File: config.mk
export PLATFORM = sky130hd
export DESIGN_NAME = axis_narrow_link_arbiter
export DESIGN_NICKNAME = d
export VERILOG_FILES = /design/src/rtl/axis_narrow_link_arbiter.sv
export SDC_FILE = /design/constraint.sdc
export NUM_CORES = 1
export LEC_CHECK = 0
export CAP_MARGIN = 25
export CORE_AREA = 2 2 765 767
export CTS_BUF_LIST = sky130_fd_sc_hd__clkbuf_4 sky130_fd_sc_hd__clkbuf_8
export CTS_CLUSTER_SIZE = 28
export DETAILED_ROUTE_END_ITERATION = 8
export DIE_AREA = 0 0 767 769
export GPL_TIMING_DRIVEN = 0
export PLACE_DENSITY = 0.3
export SLEW_MARGIN = 10
export SYNTH_ARGS = -nofsm -noshare
export SYNTH_HDL_FRONTEND = slang
export SYNTH_SLANG_ARGS = --single-unit
export TNS_END_PERCENT = 100
File: constraint.sdc
create_clock -name aclk -period 3.3 [get_ports aclk]
set_input_delay 0.66 -clock aclk [delete_from_list [all_inputs] [get_ports aclk]]
set_output_delay 0.66 -clock aclk [all_outputs]
set_load 0.03 [all_outputs]
File: src/rtl/axis_narrow_link_arbiter.sv
`default_nettype none
// ============================================================================
// Module   : axis_narrow_link_arbiter
// Brief    : Packet-locked round-robin arbiter sharing one AXI Stream sink
//            between N_REQ sources. Optional macro: AXIS_ARB_TDEST_EN.
// Revision : 1.0 - initial release
// ============================================================================
module axis_narrow_link_arbiter #(
  parameter int N_REQ    = 4,
  parameter int DAT_BITS = 384,
  parameter int IDX_BITS = $clog2(N_REQ)
) (
  input  logic                      aclk,
  input  logic                      aresetn,
  input  logic [N_REQ-1:0]          s_axis_tvalid,
  output logic [N_REQ-1:0]          s_axis_tready,
  input  logic [N_REQ*DAT_BITS-1:0] s_axis_tdata,
  input  logic [N_REQ-1:0]          s_axis_tlast,
  output logic                      m_axis_tvalid,
  input  logic                      m_axis_tready,
  output logic [DAT_BITS-1:0]       m_axis_tdata,
  output logic                      m_axis_tlast,
  output logic [IDX_BITS-1:0]       grant_idx,
  output logic                      busy
`ifdef AXIS_ARB_TDEST_EN
  ,
  output logic [IDX_BITS-1:0]       m_axis_tdest,
  output logic [N_REQ*16-1:0]       pkt_cnt
`endif
);

  typedef enum logic [0:0] {
    ST_IDLE = 1'b0,
    ST_LOCK = 1'b1
  } state_t;

  localparam logic [IDX_BITS-1:0] c_RR_RESET = IDX_BITS'(N_REQ - 1);

  state_t                r_state;
  state_t                w_state_nxt;
  logic [IDX_BITS-1:0]   r_grant_idx;
  logic [IDX_BITS-1:0]   r_rr_ptr;
  logic [IDX_BITS-1:0]   w_grant_nxt;
  logic [IDX_BITS-1:0]   w_rr_nxt;
  logic [IDX_BITS-1:0]   w_pick;
  logic                  w_any_req;
  logic                  w_sel_valid;
  logic                  w_sel_last;
  logic [DAT_BITS-1:0]   w_sel_data;
  logic                  w_pkt_done;
  int                    w_dist;
  int                    w_best;

  // Pick the requester closest above rr_ptr (distance 0 is rr_ptr+1, wrapping).
  always_comb begin
    w_pick = '0;
    w_best = N_REQ;
    w_dist = 0;
    for (int i = 0; i < N_REQ; i++) begin
      w_dist = i - int'(r_rr_ptr) - 1;
      if (w_dist < 0) begin
        w_dist = w_dist + N_REQ;
      end
      if (s_axis_tvalid[i] && (w_dist < w_best)) begin
        w_best = w_dist;
        w_pick = IDX_BITS'(i);
      end
    end
  end

  assign w_any_req = |s_axis_tvalid;

  always_comb begin
    w_sel_valid = 1'b0;
    w_sel_last  = 1'b0;
    w_sel_data  = '0;
    for (int i = 0; i < N_REQ; i++) begin
      if (r_grant_idx == IDX_BITS'(i)) begin
        w_sel_valid = s_axis_tvalid[i];
        w_sel_last  = s_axis_tlast[i];
        w_sel_data  = s_axis_tdata[i*DAT_BITS +: DAT_BITS];
      end
    end
  end

  assign w_pkt_done = (r_state == ST_LOCK) && w_sel_valid && m_axis_tready && w_sel_last;

  always_comb begin
    w_state_nxt   = r_state;
    w_grant_nxt   = r_grant_idx;
    w_rr_nxt      = r_rr_ptr;
    m_axis_tvalid = 1'b0;
    s_axis_tready = '0;
    case (r_state)
      ST_IDLE: begin
        if (w_any_req) begin
          w_state_nxt = ST_LOCK;
          w_grant_nxt = w_pick;
        end
      end
      ST_LOCK: begin
        m_axis_tvalid = w_sel_valid;
        for (int i = 0; i < N_REQ; i++) begin
          if (r_grant_idx == IDX_BITS'(i)) begin
            s_axis_tready[i] = m_axis_tready;
          end
        end
        if (w_pkt_done) begin
          w_state_nxt = ST_IDLE;
          w_rr_nxt    = r_grant_idx;
        end
      end
      default: w_state_nxt = ST_IDLE;
    endcase
  end

  always_ff @(posedge aclk) begin
    if (!aresetn) begin
      r_state     <= ST_IDLE;
      r_grant_idx <= '0;
      r_rr_ptr    <= c_RR_RESET;
    end else begin
      r_state     <= w_state_nxt;
      r_grant_idx <= w_grant_nxt;
      r_rr_ptr    <= w_rr_nxt;
    end
  end

  assign m_axis_tdata = w_sel_data;
  assign m_axis_tlast = w_sel_last;
  assign grant_idx    = r_grant_idx;
  assign busy         = (r_state == ST_LOCK);

`ifdef AXIS_ARB_TDEST_EN
  assign m_axis_tdest = m_axis_tvalid ? r_grant_idx : '0;

  for (genvar g = 0; g < N_REQ; g++) begin : g_pkt_cnt
    logic [15:0] r_cnt;
    always_ff @(posedge aclk) begin
      if (!aresetn) begin
        r_cnt <= '0;
      end else if (w_pkt_done && (r_grant_idx == IDX_BITS'(g))) begin
        r_cnt <= r_cnt + 16'd1;
      end
    end
    assign pkt_cnt[g*16 +: 16] = r_cnt;
  end
`endif

endmodule
`default_nettype wire
==> metrics.md <==
| Metric | Value |
|---|---|
| Reg-to-Reg Start | `r_rr_ptr[0]` |
| Total GRT Usage | `0.1629` |
| WHS Path Cells | `2` |
| Tmin final | `3.362 ns` |
| Die Height | `around 770 µm` |
| Hold Path Sink | `r_rr_ptr[1]` |
| IO Pins | `1,940` |
| CP Class | `input pin to output port` |
| Grt ovf | `0` |
| Synth Cell Area | `0.009797 mm²` |
| Largest net degree at the start of global routing | `11` |
| Power Density | `495.8 mW/mm²` |
| GR Util met2 | `0.2505` |
| Arr. time, crit path | `2.70 ns` |
| Post-Place Setup Slack | `-2.000 ns` |
| Total power | `between 15 and 20 mW` |
| Hold slack | `0.5886 ns` |
| Leading area contributor after synthesis | `mux4_2` |
| Row Count | `280` |
| WL per Instance | `47.75 µm` |
| R2R Path End | `grant_idx[0]` |
| Finish-stage setup viols | `4` |
| Skew-Pair Late Insertion Delay | `roughly 0.22 ns` |
| Root Buffer | `clkbuf_8` |
| Maximum clock frequency | `297.5 MHz` |
| Share of cells above drive strength 1 | `0.2290` |
| Antenna-violating nets left | `0` |
| Synthesis-to-layout area growth | `306.8%` |
| Run status | `finished with violations` |
| Initial core utilization | `0.01687` |
| Relative slew slack | `0.3527` |
| Max-cap violations | `0` |
| Synth area leaders | `mux4_2 (89%), buf_2 (2.3%), buf_4 (1.9%)` |
| TritonCTS clock tree | `built` |
| Top-count cell post-synth | `mux4_2` |
| Vias in the first global route | `19,587` |
| CTS hold repair buffers | `0` |
| Worst hold path class | `flop to flop` |
| Initial antenna violation count | `~670` |
| Post-route setup slack | `-0.06170 ns` |
| Syn Inst Count | `544` |
| Period Utilization, post-route | `1.019` |
| Register area share after synthesis | `0.01022` |
| GR Util met3 | `0.1070` |
| Htree depth | `1` |
| Max clock buf depth | `2` |
| Fin nets | `4,054` |
| CP endpoint kind | `output port` |
| Top cell type's share of synthesized area | `0.8874` |
| Peak VDD IR | `0.0001850 V` |
| Clock Sinks | `5` |
| DR DRC count | `0` |
| Pleak | `11.25 nW` |
| GR peak layer | `met2` |
| Die area | `0.5898 mm²` |
| Required @ worst endpoint | `2.64 ns` |
| First-pass GRT wire length | `547,400 µm` |
| CP max FO | `1` |
| Async SR Flop Fraction | `0` |
| Worst r2r path cells | `16` |
| Drt pass-1 iters | `5` |
| Seq cells post-synth | `5` |
| Initial drt markers | `between 1,500 and 2,000` |
| Post-synthesis cell type count | `32` |
| Fin Clk Skew | `0.001466 ns` |
| Routability congestion estimate | `1.067` |
| Area of the core | `0.5809 mm²` |
| Dominant synthesized flop cell | `dfxtp_1` |
| Global routing met1 resource utilization | `0.1918` |
| Die W | `767 µm` |
| Reg2reg setup slack | `0.12 ns` |
| DR vias | `21,053` |
| Failing checks | `setup timing` |
| Syn_area_per_cell | `roughly 18 µm²` |
| Yosys warns | `0` |
| Critical hold path startpoint | `r_rr_ptr[1]` |
| Vias per cell | `2.007` |
| Clock-pin slew on the worst setup and hold paths | `0.03 ns` |
| EDFF count, synth | `0` |
| Num CTS Buffers | `3` |
| Max-slew violation count | `0` |
| Post-Route Setup TNS | `-0.1199 ns` |
| RSZ-0062 raised after global routing | `true` |
| Endpoints failing hold | `0` |
| Startpoint types | `input pin` |
| Port Buf Inserts | `1,939` |
| Synth top cells by count | `mux4_2 (386), buf_2 (45), buf_4 (25)` |
| Slew @ Worst Pin | `roughly 0.97 ns` |
| DP HPWL | `482,400 µm` |
| Routed WL | `501,000 µm` |
registers in the layout, indices dropped and copies added, names as in the netlist:
register / count
busy: 1
r_rr_ptr: 2
grant_idx: 2
layer usage:
| metal | wire length [µm] | vias up |
|---|---|---|
| met1 | 203400 | 10209 |
| met4 | 11570 | 382 |
| met2 | 213400 | 2542 |
| li1 | - | 6964 |
| met5 | 2627 | - |
| met3 | 70000 | 956 |
metrics by stage:
step	utilization	std cells	area, µm²
global placement	0.06699	10239	38910
global route	0.06793	10334	39460
floorplan	-	545	9801
CTS	0.06746	10251	39190
detailed placement	0.06709	10241	38970
finish	0.06861	10491	39850
cells in the final DEF (no fill, tap or decap), drive strengths merged, types with 6 or more instances in the layout:
cell type	Yosys	routed
clkdlybuf4s50	0	1548
ha	8	8
nand2	7	7
nor2	9	9
mux4	386	386
diode	0	238
clkbuf	3	6
dlymetal6s2s	0	12
dlygate4sd2	0	305
clkdlybuf4s15	0	59
buf	85	111
layout make-up:
type                       instances  area, µm²
inverter                           5      18.77
antenna                          238      595.6
tap                             7755       9703
multi-input combinational        447       9158
buffer                            88       1022
timing repair buffer            1949      19200
clock buffer                       4      48.80
sequential                         5      105.1
fill                           68150     541000
power breakdown:
part	internal [mW]	switching, mW	total, mW	leakage, nW
Combinational	7.20	12.3	19.5	11.2
Clock	0.0910	0.0283	0.119	0.0277
Sequential	0.0738	0.0269	0.101	0.0415
cells by family after synthesis:
kind of cell / count (synthesis) / share of synthesized area
muxes: 388 / 0.8894
buffers and inverters: 93 / 0.06169
and+or+nand+nor: 30 / 0.01482
AOI/OAI and AO/OA: 17 / 0.01149
adders and majority gates: 8 / 0.01022
DFF: 5 / 0.01022
xor gates and xnor gates: 2 / 0.001788
other: 1 / 0.0003828
worst max-delay path by stage:
stage | startpoint | slack, ns | to | cells after the start
after detailed placement | grant_idx[1] | -2.00 | m_axis_tdata[194] | 5
after global placement | grant_idx[1] | -2.45 | m_axis_tdata[194] | 5
after floorplan | r_rr_ptr[0] | 0.17 | grant_idx[0] | 15
after CTS | grant_idx[0] | -0.08 | m_axis_tdata[112] | 5
after global routing | r_rr_ptr[0] | -0.11 | grant_idx[0] | 16
final | s_axis_tdata[948] | -0.06 | m_axis_tdata[180] | 3
timing repair:
item	in CTS	in global routing
setup buffers	6	2
hold endpoints to repair	0	0
endpoints found under the setup margin	392	15
pin swaps	1	4
gates resized for setup	691	22
worst max-delay path, cell delays in order:
cell	delay, ns
clkdlybuf4s50_1	0.80
mux4_2	0.83
clkdlybuf4s15_2	0.36
(Power assumes the default switching activity.)
